==> src/rtl/audio_frame_scheduler.sv <==
// ---------------------------------------------------------------------------
// audio_frame_scheduler
//
// Master timing and sample-flow controller for the audio path. Derives the
// serial bit clock, word select and bit index from input_clk, owns a
// one-entry sample buffer fed from the SPI/DSP side, and once per stereo
// frame hands one mono sample to the I2S transmitter. Also handles
// start/stop sequencing, priming, underrun detection and recovery.
//
// Ports
//   input_clk      in   system clock (12.288 MHz nominal)
//   reset          in   synchronous, active-low
//   enable         in   level: 1 = stream audio
//   in_valid       in   upstream sample valid
//   in_sample      in   upstream sample (signed PCM)
//   in_ready       out  buffer can accept; transfer on in_valid && in_ready
//   serial_clk     out  bit clock (input_clk / CLK_DIV)
//   ws             out  word select: 0 = left slot, 1 = right slot
//   bit_idx        out  bit position within the current slot
//   tx_load        out  1-cycle strobe: tx_sample valid for the new frame
//   tx_sample      out  sample for the transmitter, held between loads
//   underrun       out  1-cycle pulse: RUN frame boundary with empty buffer
//   underrun_count out  saturating underrun count (cleared only by reset)
//   running        out  1 while in PRIME, RUN or STOP
// ---------------------------------------------------------------------------
module audio_frame_scheduler #(
  parameter int CLK_DIV        = 4,
  parameter int BITS_PER_SLOT  = 32,
  parameter int SAMPLE_W       = 16,
  parameter int UNDERRUN_MODE  = 0,
  parameter int UNDERRUN_LIMIT = 8
) (
  input  logic                input_clk,
  input  logic                reset,
  input  logic                enable,
  input  logic                in_valid,
  input  logic [SAMPLE_W-1:0] in_sample,
  output logic                in_ready,
  output logic                serial_clk,
  output logic                ws,
  output logic [4:0]          bit_idx,
  output logic                tx_load,
  output logic [SAMPLE_W-1:0] tx_sample,
  output logic                underrun,
  output logic [7:0]          underrun_count,
  output logic                running
);

  localparam int DIV_W = (CLK_DIV > 2) ? $clog2(CLK_DIV) : 1;
  localparam int CON_W = $clog2(UNDERRUN_LIMIT + 1);

  localparam logic [DIV_W-1:0] DIV_LAST = DIV_W'(CLK_DIV - 1);
  localparam logic [DIV_W-1:0] DIV_HALF = DIV_W'(CLK_DIV / 2);
  localparam logic [DIV_W-1:0] DIV_ONE  = DIV_W'(1);
  localparam logic [4:0]       BIT_LAST = 5'(BITS_PER_SLOT - 1);
  localparam logic [CON_W-1:0] CON_LAST = CON_W'(UNDERRUN_LIMIT - 1);
  localparam logic [CON_W-1:0] CON_ONE  = CON_W'(1);

  typedef enum logic [1:0] {
    S_IDLE  = 2'd0,
    S_PRIME = 2'd1,
    S_RUN   = 2'd2,
    S_STOP  = 2'd3
  } state_t;

  state_t              state_q, state_d;
  logic [DIV_W-1:0]    div_cnt_q, div_cnt_d;
  logic                serial_clk_q, serial_clk_d;
  logic                ws_q, ws_d;
  logic [4:0]          bit_idx_q, bit_idx_d;
  logic                buf_full_q, buf_full_d;
  logic [SAMPLE_W-1:0] buf_data_q, buf_data_d;
  logic                tx_load_q, tx_load_d;
  logic [SAMPLE_W-1:0] tx_sample_q, tx_sample_d;
  logic                underrun_q, underrun_d;
  logic [7:0]          underrun_count_q, underrun_count_d;
  logic [CON_W-1:0]    consec_q, consec_d;

  logic div_wrap;
  logic bit_last;
  logic fb;
  logic xfer;

  assign in_ready = !buf_full_q && ((state_q == S_PRIME) || (state_q == S_RUN));
  assign running  = (state_q != S_IDLE);

  assign div_wrap = (div_cnt_q == DIV_LAST);
  assign bit_last = (bit_idx_q == BIT_LAST);
  // Last input_clk cycle of the right slot: all frame decisions happen here,
  // using the buffer state registered before this cycle.
  assign fb       = running && div_wrap && bit_last && ws_q;
  assign xfer     = in_valid && in_ready;

  always_comb begin
    state_d          = state_q;
    div_cnt_d        = div_cnt_q;
    serial_clk_d     = serial_clk_q;
    ws_d             = ws_q;
    bit_idx_d        = bit_idx_q;
    buf_full_d       = buf_full_q;
    buf_data_d       = buf_data_q;
    tx_load_d        = 1'b0;
    tx_sample_d      = tx_sample_q;
    underrun_d       = 1'b0;
    underrun_count_d = underrun_count_q;
    consec_d         = consec_q;

    // Clock generation runs in every active state, including STOP.
    if (state_q != S_IDLE) begin
      if (div_wrap) begin
        div_cnt_d = '0;
        if (bit_last) begin
          bit_idx_d = '0;
          ws_d      = ~ws_q;
        end else begin
          bit_idx_d = bit_idx_q + 5'd1;
        end
      end else begin
        div_cnt_d = div_cnt_q + DIV_ONE;
      end
      // Registered from the next divider value so serial_clk lines up
      // with div_cnt; its falling edge coincides with the bit_idx step.
      serial_clk_d = (div_cnt_d >= DIV_HALF);
    end

    // A transfer can never coincide with a consumption: in_ready requires
    // an empty buffer, and consumption requires a full one.
    if (xfer) begin
      buf_full_d = 1'b1;
      buf_data_d = in_sample;
    end

    case (state_q)
      S_IDLE: begin
        if (enable) begin
          state_d = S_PRIME;
        end
      end

      S_PRIME: begin
        if (fb) begin
          tx_load_d = 1'b1;
          if (buf_full_q) begin
            tx_sample_d = buf_data_q;
            buf_full_d  = 1'b0;
            consec_d    = '0;
            state_d     = S_RUN;
          end else begin
            tx_sample_d = '0;
          end
        end
        if (!enable) begin
          state_d = S_STOP;
        end
      end

      S_RUN: begin
        if (fb) begin
          tx_load_d = 1'b1;
          if (buf_full_q) begin
            tx_sample_d = buf_data_q;
            buf_full_d  = 1'b0;
            consec_d    = '0;
          end else begin
            underrun_d = 1'b1;
            if (underrun_count_q != 8'hFF) begin
              underrun_count_d = underrun_count_q + 8'd1;
            end
            // Mode 1 repeats the sample already presented to the transmitter.
            tx_sample_d = (UNDERRUN_MODE != 0) ? tx_sample_q : '0;
            if (consec_q == CON_LAST) begin
              consec_d = '0;
              state_d  = S_PRIME;
            end else begin
              consec_d = consec_q + CON_ONE;
            end
          end
        end
        if (!enable) begin
          state_d = S_STOP;
        end
      end

      S_STOP: begin
        // Drain to the frame boundary without loading; enable is ignored.
        if (fb) begin
          buf_full_d = 1'b0;
          state_d    = S_IDLE;
        end
      end

      default: begin
        state_d = S_IDLE;
      end
    endcase

    // Entering or sitting in IDLE: clocks, buffer and transmit outputs are
    // all forced quiet so the first IDLE cycle already shows zeros.
    if (state_d == S_IDLE) begin
      div_cnt_d    = '0;
      serial_clk_d = 1'b0;
      ws_d         = 1'b0;
      bit_idx_d    = '0;
      buf_full_d   = 1'b0;
      buf_data_d   = '0;
      tx_load_d    = 1'b0;
      tx_sample_d  = '0;
      underrun_d   = 1'b0;
      consec_d     = '0;
    end
  end

  always_ff @(posedge input_clk) begin
    if (!reset) begin
      state_q          <= S_IDLE;
      div_cnt_q        <= '0;
      serial_clk_q     <= 1'b0;
      ws_q             <= 1'b0;
      bit_idx_q        <= '0;
      buf_full_q       <= 1'b0;
      buf_data_q       <= '0;
      tx_load_q        <= 1'b0;
      tx_sample_q      <= '0;
      underrun_q       <= 1'b0;
      underrun_count_q <= '0;
      consec_q         <= '0;
    end else begin
      state_q          <= state_d;
      div_cnt_q        <= div_cnt_d;
      serial_clk_q     <= serial_clk_d;
      ws_q             <= ws_d;
      bit_idx_q        <= bit_idx_d;
      buf_full_q       <= buf_full_d;
      buf_data_q       <= buf_data_d;
      tx_load_q        <= tx_load_d;
      tx_sample_q      <= tx_sample_d;
      underrun_q       <= underrun_d;
      underrun_count_q <= underrun_count_d;
      consec_q         <= consec_d;
    end
  end

  assign serial_clk     = serial_clk_q;
  assign ws             = ws_q;
  assign bit_idx        = bit_idx_q;
  assign tx_load        = tx_load_q;
  assign tx_sample      = tx_sample_q;
  assign underrun       = underrun_q;
  assign underrun_count = underrun_count_q;

endmodule

==> config.mk <==
export PLATFORM = sky130hd
export DESIGN_NAME = audio_frame_scheduler
export DESIGN_NICKNAME = d
export VERILOG_FILES = /design/src/rtl/audio_frame_scheduler.sv
export SDC_FILE = /design/constraint.sdc
export NUM_CORES = 1
export LEC_CHECK = 0
export CAP_MARGIN = 20
export CORE_ASPECT_RATIO = 0.7
export CORE_MARGIN = 2
export CORE_UTILIZATION = 40
export CTS_BUF_LIST = sky130_fd_sc_hd__clkbuf_8
export CTS_CLUSTER_DIAMETER = 50
export DETAILED_ROUTE_END_ITERATION = 10
export PLACE_DENSITY_LB_ADDON = 0.08
export SYNTH_ARGS = -nofsm -noshare
export SYNTH_HDL_FRONTEND = slang
export SYNTH_SLANG_ARGS = --single-unit
==> constraint.sdc <==
create_clock -name input_clk -period 3.9 [get_ports input_clk]
set_input_delay 0.39 -clock input_clk [delete_from_list [all_inputs] [get_ports input_clk]]
set_output_delay 0.39 -clock input_clk [all_outputs]
set_load 0.02 [all_outputs]
# Word level (Yosys, flattened, before mapping)
# Index checks and enable logic that the tools add are counted.
dict set report totals {
  register_bits 58
  out_inout_bits 35
  inputBits 20
  word_cells 80
}
dict set report op_classes {
  addsub 4
  reduce_logical 20
  mux 27
  bitwise 6
  order_cmp 1
  eq_ne 10
}
# operator n
set ops {}
lappend ops {{2-to-1 mux 2 bit} 11}
lappend ops {{2-to-1 mux 4 bit} 5}
lappend ops {{2-to-1 mux 16 bit} 1}
lappend ops {{adder 8 x 1 -> 8 bit, second input constant} 1}
lappend ops {{inequality test 8 bit, second input constant} 1}
lappend ops {{case mux 2 bit (4 select lines)} 1}
lappend ops {{case mux 4 bit (2 select lines)} 1}
lappend ops {{AND reduction 4 bit} 2}
lappend ops {{== test 2 bit, second input constant} 3}
lappend ops {{2-to-1 mux 1 bit} 6}
lappend ops {{inequality test 2 bit, second input constant} 3}
lappend ops {{inverter 1 bit} 6}
lappend ops {{adder 5 x 1 -> 5 bit, second input constant} 1}
lappend ops {{== test 5 bit, second input constant} 1}
lappend ops {{logical AND 1 bit} 5}
lappend ops {{2-to-1 mux 5 bit} 1}
lappend ops {{adder 4 x 1 -> 4 bit, second input constant} 1}
lappend ops {{== test 4 x 3 -> 1 bit, second input constant} 1}
lappend ops {{logical NOT 2 bit} 2}
lappend ops {{AND reduction 2 bit} 2}
lappend ops {{nonzero test 2 bit} 2}
lappend ops {{OR reduction 2 bit} 2}
lappend ops {{OR reduction 4 bit} 1}
lappend ops {{AND reduction 3 bit} 1}
lappend ops {{7 further kinds} 7}

# Longest topological paths before layout
# Gate-level depths: netlist of run 1.
dict set report logic_depth {
  ltp_word 9
  ltp_mapped 9
  ltp_nobuf 7
}

# Worst setup path before layout of run 1
# No wires, ideal clock.
dict set report synth_path {
  path_kind {input -> register}
  start {in bit_idx[0]}
  end {reg bit_idx_q[3], in the netlist bit_idx[3]}
  stages 10
  slack_ns 1.584
  required_ns 3.781
  setup_time_ns 0.119
  t_arrival_ns 2.196
  path_buffers 2
  path_cell_list {dfxtp_1 ha_1 and3_1 ha_1 nand4b_4 mux2i_1 o311ai_2 buf_4 buf_4 a21oi_2}
}
dict set report synth_between {
  elab_chain_cells 8
  elab_cells_between_ends 13
  classes_between {add/sub: 1; eq/ne: 1; mux: 7; reduce/logical: 4}
}
# item line
set synth_rtl {}
lappend synth_rtl {{start: declaration} 41} ;# output logic [4:0] bit_idx,
lappend synth_rtl {{== test 5 bit} 88} ;# assign bit_last = (bit_idx_q == BIT_LAST);
lappend synth_rtl {{logical AND 1 bit (2 in a row)} 91} ;# assign fb = running && div_wrap && bit_last && ws_q;
lappend synth_rtl {{2-to-1 mux 2 bit (on tied branches)} {158, 141}}
lappend synth_rtl {{2-to-1 mux 2 bit (on tied branches)} {179, 152}}
lappend synth_rtl {{case mux 2 bit (4 select lines)} 133} ;# case (state_q)
lappend synth_rtl {{logical NOT 2 bit} 199} ;# if (state_d == S_IDLE) begin
lappend synth_rtl {{OR reduction 2 bit (no source line)} --}
lappend synth_rtl {{end signal: assignment} 232} ;# bit_idx_q <= bit_idx_d;
lappend synth_rtl {{end: declaration} 70} ;# logic [4:0] bit_idx_q, bit_idx_d;
# Parallel ways exist; a longest one is shown, timed or not.
# A chain may end at the register's enable or synchronous reset.

# Final worst setup path of run 1
dict set report layout_path {
  start {in state_q[0]}
  end {out in_ready}
}
dict set report layout_between {
  elab_chain_cells 3
  elab_cells_between_ends 4
  classes_between {eq/ne: 2; reduce/logical: 2}
}
# item line
set layout_rtl {}
lappend layout_rtl {{start: declaration} 66} ;# state_t state_q, state_d;
lappend layout_rtl {{== test 2 x 1 -> 1 bit / == test 2 bit (equally long branches)} 84} ;# assign in_ready = !buf_full_q && ((state_q == S_PRIME) || (state_q == S_RUN));
lappend layout_rtl {{logical OR 1 bit (*)} 84}
lappend layout_rtl {{logical AND 1 bit (*)} 84}
lappend layout_rtl {{end: declaration} 38} ;# output logic in_ready,
# Every way passes the cells marked *; elsewhere a longest branch is shown, timed or not.

==> results.toml, run 1 <==
[floorplanning]
dieArea_sq_mm = 0.00753
rows = 25
ios = 55
chipHeight_microns = 73.2
die_w_microns = 103
core-area_sq_mm = 0.00669
start_util = 0.409

[grt]
grt_max_degree = 37
antenna_found_initial = 0
grt_pass1_vias = 2029
grt_remaining_overflow = 0
grt_use_total = 0.181
grt_pass1_wl_mm = 10.3

[placed_design]
finalWeightedCongestion = 0.743
dp_cells = 416
dp_hpwl_mm = 4.24
portBuffers = 54
dpl_cell_area_sq_mm = 0.00336

[setup_path]
path_cells = "inv_1 -> ha_1 -> buf_4 -> nor2b_1 -> clkdlybuf4s50_1"
crit_slowest_cell = "clkdlybuf4s50_1"
path_max_fanout = 21
crit_path_max_incr_delay_ns = 0.60
crit_type = "register to primary output"
worstSetupEndpointType = "primary output"
start_kind = "register"
crit_arrival_ns = 2.23
required_ns = 3.51

[detailed_routing]
avgViaCountPerCell = 5.27
wl_per_cell_microns = 14.9
drt-total-wl_mm = 6.45
drt-initial-drc-count = 86
drtAntennaViolNets = 0
vias = 2277
first_pass_iters = 4
drc_errors = 0

[sta]
tightest_slew_ns = 0.619
rsz0062_at_grt = "false"
period_share = 0.671
setup_viol = 0
report.final.slew_viol_count = 0
whs_ns = 0.458
finalClockSkew_ns = 0.00755
hold_viol = 0
max_freq_mhz = 382
fin_tns_setup_ns = 0
slew_headroom = 0.586
finalCriticalPeriod_ns = 2.62

[clock_tree]
root_buffer = "clkbuf_8"
numCtsBuffers = 9
cts_tree = "built"
cts_sinks = 57
clock_path_buffers = 2
insertion_delay_ns = 0.34
clk_pin_slew_ns = 0.07
postCtsSetupBuffers = 0
h-tree-depth = 3
cts.repair.resized = 0
hold_buffers = 0

[logic_synthesis]
yosysSeqAreaShare = 0.417
ys_types = 50
synth_area_sq_mm = 0.00274
ys_ff_latch = 57
syn-num-nets = 313
async_flop_share = 0
synth.avg_cell_area_sq_um = 9.67
postSynthCellCount = 283
synth-edff-count = 0
ys.flop_type = "dfxtp_1"
synth_warnings = 0

[pwr]
powerDensity_mw_per_mm2 = 607
irDropWorstVdd_mv = 0.419
power_leakage_nw = 1.37

[finish]
design_area_sq_mm = 0.00355
area_growth_pct = 29.8
final_cells = 432
diodes = 0
drive_above_1_share = 0.121
nNetsFinal = 363

[run_status]
status = "completed"

[min_path]
hold_path.class = "register to register"

[run]
cap_viol_max_count = 0
-- layout make-up --
type,count,area [sq um]
fillers,644,3140
multi-input cells,196,1460
flip-flops and latches,57,1140
repair buffers,61,606
clock buffers,10,138
well taps,94,118
clock inverters,6,58.8
inverters,8,30.0
-- metrics by stage --
step | setup slack, ns | total power [mW] | utilization
3_3_place_gp | 1.34 | 1.61 | 0.501
6_report | 1.28 | 2.16 | 0.531
3_5_place_dp | 1.28 | 1.61 | 0.501
5_1_grt | 1.04 | 2.28 | 0.531
2_1_floorplan | 1.58 | 1.39 | -
4_1_cts | 1.27 | 2.17 | 0.531
-- cell usage after synthesis (3+ instances only) --
cell type,n,share of area
inv_1,7,0.0096
dfxtp_1,57,0.42
buf_4,3,0.0082
nand4_1,17,0.039
a21oi_1,21,0.038
o21ai_0,9,0.016
clkbuf_1,8,0.011
nor2b_1,5,0.011
a22oi_1,20,0.055
nor3_1,3,0.0055
ha_1,10,0.046
buf_2,8,0.015
mux2i_1,24,0.088
nand2_1,26,0.036
nand3b_1,4,0.011
a21oi_2,10,0.032
nand3_1,5,0.0091
buf_6,3,0.012
nand2b_1,4,0.0091
-- critical path: cells and delay by family (launching register included) --
kind / cells / cell delay, ns
flops: 1 / 0.44
buf+inv: 3 / 0.98
fa+ha+maj: 1 / 0.30
simple gates: 1 / 0.16
-- cells by family (layout without fill, tap and decap cells) --
family / after synthesis / count (layout) / synth area share
AND/OR/NAND/NOR: 80 / 80 / 0.167
AO/OA/AOI/OAI: 79 / 79 / 0.216
flip-flops: 57 / 57 / 0.417
buffers and inverters: 30 / 85 / 0.0571
multiplexers: 24 / 24 / 0.0878
adder cells (fa/ha/maj): 10 / 10 / 0.0457
XOR/XNOR: 3 / 3 / 0.00960
-- power breakdown --
group	internal (mW)	switching [mW]	total [mW]
logic	0.323	0.564	0.888
registers	0.658	0.0606	0.719
clock network	0.307	0.242	0.550
total	1.29	0.867	2.16
-- state kept, by name (all words and copies together), names as in the netlist --
name	cells
buf_data_q	16
tx_sample	16
underrun_count	8
bit_idx	5
consec_q	4
div_cnt_q	2
state_q	2
buf_full_q	1
tx_load	1
underrun	1
ws	1
-- routing by layer --
metal / part of all wire / GRT usage / wire [microns]
met4: 0.0059 / 0.0482 / 38
met1: 0.53 / 0.285 / 3390
met2: 0.41 / 0.224 / 2630
met3: 0.059 / 0.0680 / 381
met5: 0 / 0 / 0
-- path summary, 6_finish.rpt --
kind                                           startpoint  slack, ns  depth (start not counted)                          to
worst max register to register    bit_idx[0]$_SDFFE_PP0P_       1.32                          8  tx_sample[14]$_SDFFE_PP0P_
worst max-delay path                state_q[0]$_SDFF_PN0_       1.28                          5                    in_ready
worst min register to register  tx_sample[5]$_SDFFE_PP0P_       0.46                          2   tx_sample[5]$_SDFFE_PP0P_
worst min-delay path            tx_sample[5]$_SDFFE_PP0P_       0.46                          2   tx_sample[5]$_SDFFE_PP0P_
-- cells in the final DEF (no fill, tap or decap), drive strengths merged, types with 2 or more instances in the layout --
master	synthesis	layout
clkbuf	8	10
a22oi	20	20
buf	14	7
clkdlybuf4s50	0	54
ha	10	10
inv	8	9
nand2	26	26
nor2b	5	5
clkinv	0	2
mux2i	24	24
clkinvlp	0	2
o211a	2	2
xnor2	2	2
or3	2	2
a21boi	3	3
nand3	5	5
nor2	2	2
nor3b	2	2
and2	2	2
nand2b	4	4
nor3	3	3
o21ai	9	9
a21oi	31	31
nand4	17	17
nand3b	4	4
o31ai	2	2
o311ai	3	3
dfxtp	57	57
a32oi	2	2
No activity file was read; power rests on OpenSTA's default activity.
==> inputs of run 2 (changes only) <==
clock period = 2.4 ns   (was 3.9 ns; I/O delays follow)
==> run 2 against run 1 <==
Compared with the run above: first-iteration DRC count rose by 77%; sequential power rose by 63%; cell count rose by 2.8%; critical path depth is 4 higher; core utilization up 2.7 points; clock power up 64%; design area rose by 5.1%; clock skew is 0.0041 ns lower; register-to-register slack got worse by 1.2 ns; flip-flop and latch count is the same; critical endpoint is now buf_full_q$_SDFF_PP0_.
==> results.toml, run 2 (synthesis gave the netlist of run 1 again) <==
[setup_path]
start_kind = "register"
crit_arrival_ns = 2.48
crit_slowest_cell = "dfxtp_1"
crit_type = "register to register"
critPathTopFamily = "adder cells"
required_ns = 2.61
rr_worst_depth = 9
r2r_slack_ns = 0.13
worst-path-buf-inv = 2
path_max_fanout = 16
crit_path_max_incr_delay_ns = 0.39
path_cells = "ha_1 -> and3_1 -> ha_2 -> nand4b_4 -> mux2i_4 -> o311ai_4 -> buf_4 -> clkbuf_16 -> a221oi_2"
r2r_end = "buf_full_q$_SDFF_PP0_"
worstReg2RegStart = "bit_idx[0]$_SDFFE_PP0P_"
worstSetupEndpointType = "register"

[detailed_routing]
avgViaCountPerCell = 5.40
drtAntennaViolNets = 0
drt-total-wl_mm = 6.91
first_pass_iters = 4
drc_errors = 0
drt-initial-drc-count = 152
wl_per_cell_microns = 15.6
vias = 2399

[run]
cap_viol_max_count = 0

[pwr]
clockPowerShare = 0.243
pwr-share-seq = 0.315
p_comb_frac = 0.442
irDropWorstVdd_mv = 0.520
power.switching_mw = 1.46
power_mw = 3.72
switching_share = 0.392
powerDensity_mw_per_mm2 = 995
p_int_mw = 2.26
power_leakage_nw = 1.46

[sta]
report.final.slew_viol_count = 0
setup_viol = 0
finalCriticalPeriod_ns = 2.27
hold_viol = 0
max_freq_mhz = 440
finalClockSkew_ns = 0.00348
tightest_slew_ns = 0.594
slew_headroom = 0.603
fin_tns_setup_ns = 0
period_share = 0.947

[finish]
final_cells = 444
drive_above_1_share = 0.160
final_cell_mix = "dfxtp_1 (57), clkdlybuf4s50_1 (54), nand2_1 (26)"
fin_util = 0.558
final_common_cell = "dfxtp_1"
design_area_sq_mm = 0.00373
area_growth_pct = 36.4
diodes = 0
nNetsFinal = 376

[floorplanning]
rows = 25
die_w_microns = 103
ios = 55
start_util = 0.409
chipHeight_microns = 73.2
core-area_sq_mm = 0.00669
dieArea_sq_mm = 0.00753

[placed_design]
dp_hpwl_mm = 4.40
dpl_cell_area_sq_mm = 0.00343
portBuffers = 54
finalWeightedCongestion = 0.830
dp_cells = 424

[grt]
use_met2 = 0.235
grtUsageMet3 = 0.0603
grt_pass1_vias = 2094
globalRouteMet1Util = 0.294
grt_max_degree = 33
grt_pass1_wl_mm = 10.8
busiest_layer = "met1"
antenna_found_initial = 0
grt_use_total = 0.188
grt_remaining_overflow = 0

[clock_tree]
clk_pin_slew_ns = 0.06
clock_path_buffers = 2
h-tree-depth = 3
root_buffer = "clkbuf_8"
cts_tree = "built"
numCtsBuffers = 9
cts_sinks = 57
insertion_delay_ns = 0.34

[min_path]
hp-start = "tx_sample[4]$_SDFFE_PP0P_"
holdPathStages = 2
hold_path.class = "register to register"
holdPathEnd = "tx_sample[4]$_SDFFE_PP0P_"

[run_status]
status = "completed"
## run 2: cell type report
type                            instances  area [sq um]
Clock buffer                           11           151
Clock inverter                          4          43.8
Fill cell                             670          2960
Inverter                                8          30.0
Multi-Input combinational cell        196          1490
Sequential cell                        57          1140
Tap cell                               94           118
Timing Repair Buffer                   74           757
## run 2: stage by stage
step / setup WS (ns) / hold WS [ns]
floorplan: 0.0845 / 0.411
global placement: 0.171 / 0.445
detailed placement: 0.106 / 0.450
CTS: 0.0781 / 0.459
global route: -0.00787 / 0.474
finish: 0.127 / 0.456
## run 2: worst reg2reg max path: cells and delay by family (launching register included)
kind,cells,cell delay [ns]
DFF,1,0.39
muxes,1,0.24
AOI/OAI and AO/OA,2,0.38
and+or+nand+nor,2,0.34
buffers and inverters,2,0.37
adders and majority gates,2,0.42
## run 2: per-layer routing
metal  up-vias  wire length [microns]
met3        10                    446
met2        69                   2780
li1       1175                      -
met5         -                      0
met1      1145                   3600
met4         0                     87
## run 2: what timing repair did
action	in CTS	in global routing
endpoints found under the setup margin	0	23
hold buffers	0	0
resized for setup	0	8
setup buffers	0	4
## run 2: worst max-delay path by stage
stage                                  from                   endpoint  slack [ns]  cells after the start
finish              bit_idx[0]$_SDFFE_PP0P_      buf_full_q$_SDFF_PP0_        0.13                      9
global route        bit_idx[0]$_SDFFE_PP0P_  tx_sample[2]$_SDFFE_PP0P_      -0.008                      9
CTS                 bit_idx[0]$_SDFFE_PP0P_  tx_sample[7]$_SDFFE_PP0P_        0.08                      8
detailed placement  bit_idx[0]$_SDFFE_PP0P_  tx_sample[7]$_SDFFE_PP0P_        0.11                      8
global placement                     enable  tx_sample[7]$_SDFFE_PP0P_        0.17                      6
floorplan           bit_idx[0]$_SDFFE_PP0P_    bit_idx[3]$_SDFFE_PP0P_        0.08                      9
## run 2: power groups by stage
stage	sequential (mW)	clock [mW]	combinational (mW)
6_report	1.17	0.903	1.64
4_1_cts	1.16	0.930	1.53
5_1_grt	1.19	0.967	1.78
2_1_floorplan	1.15	0	1.10
3_3_place_gp	1.18	0	1.51
3_5_place_dp	1.18	0	1.52
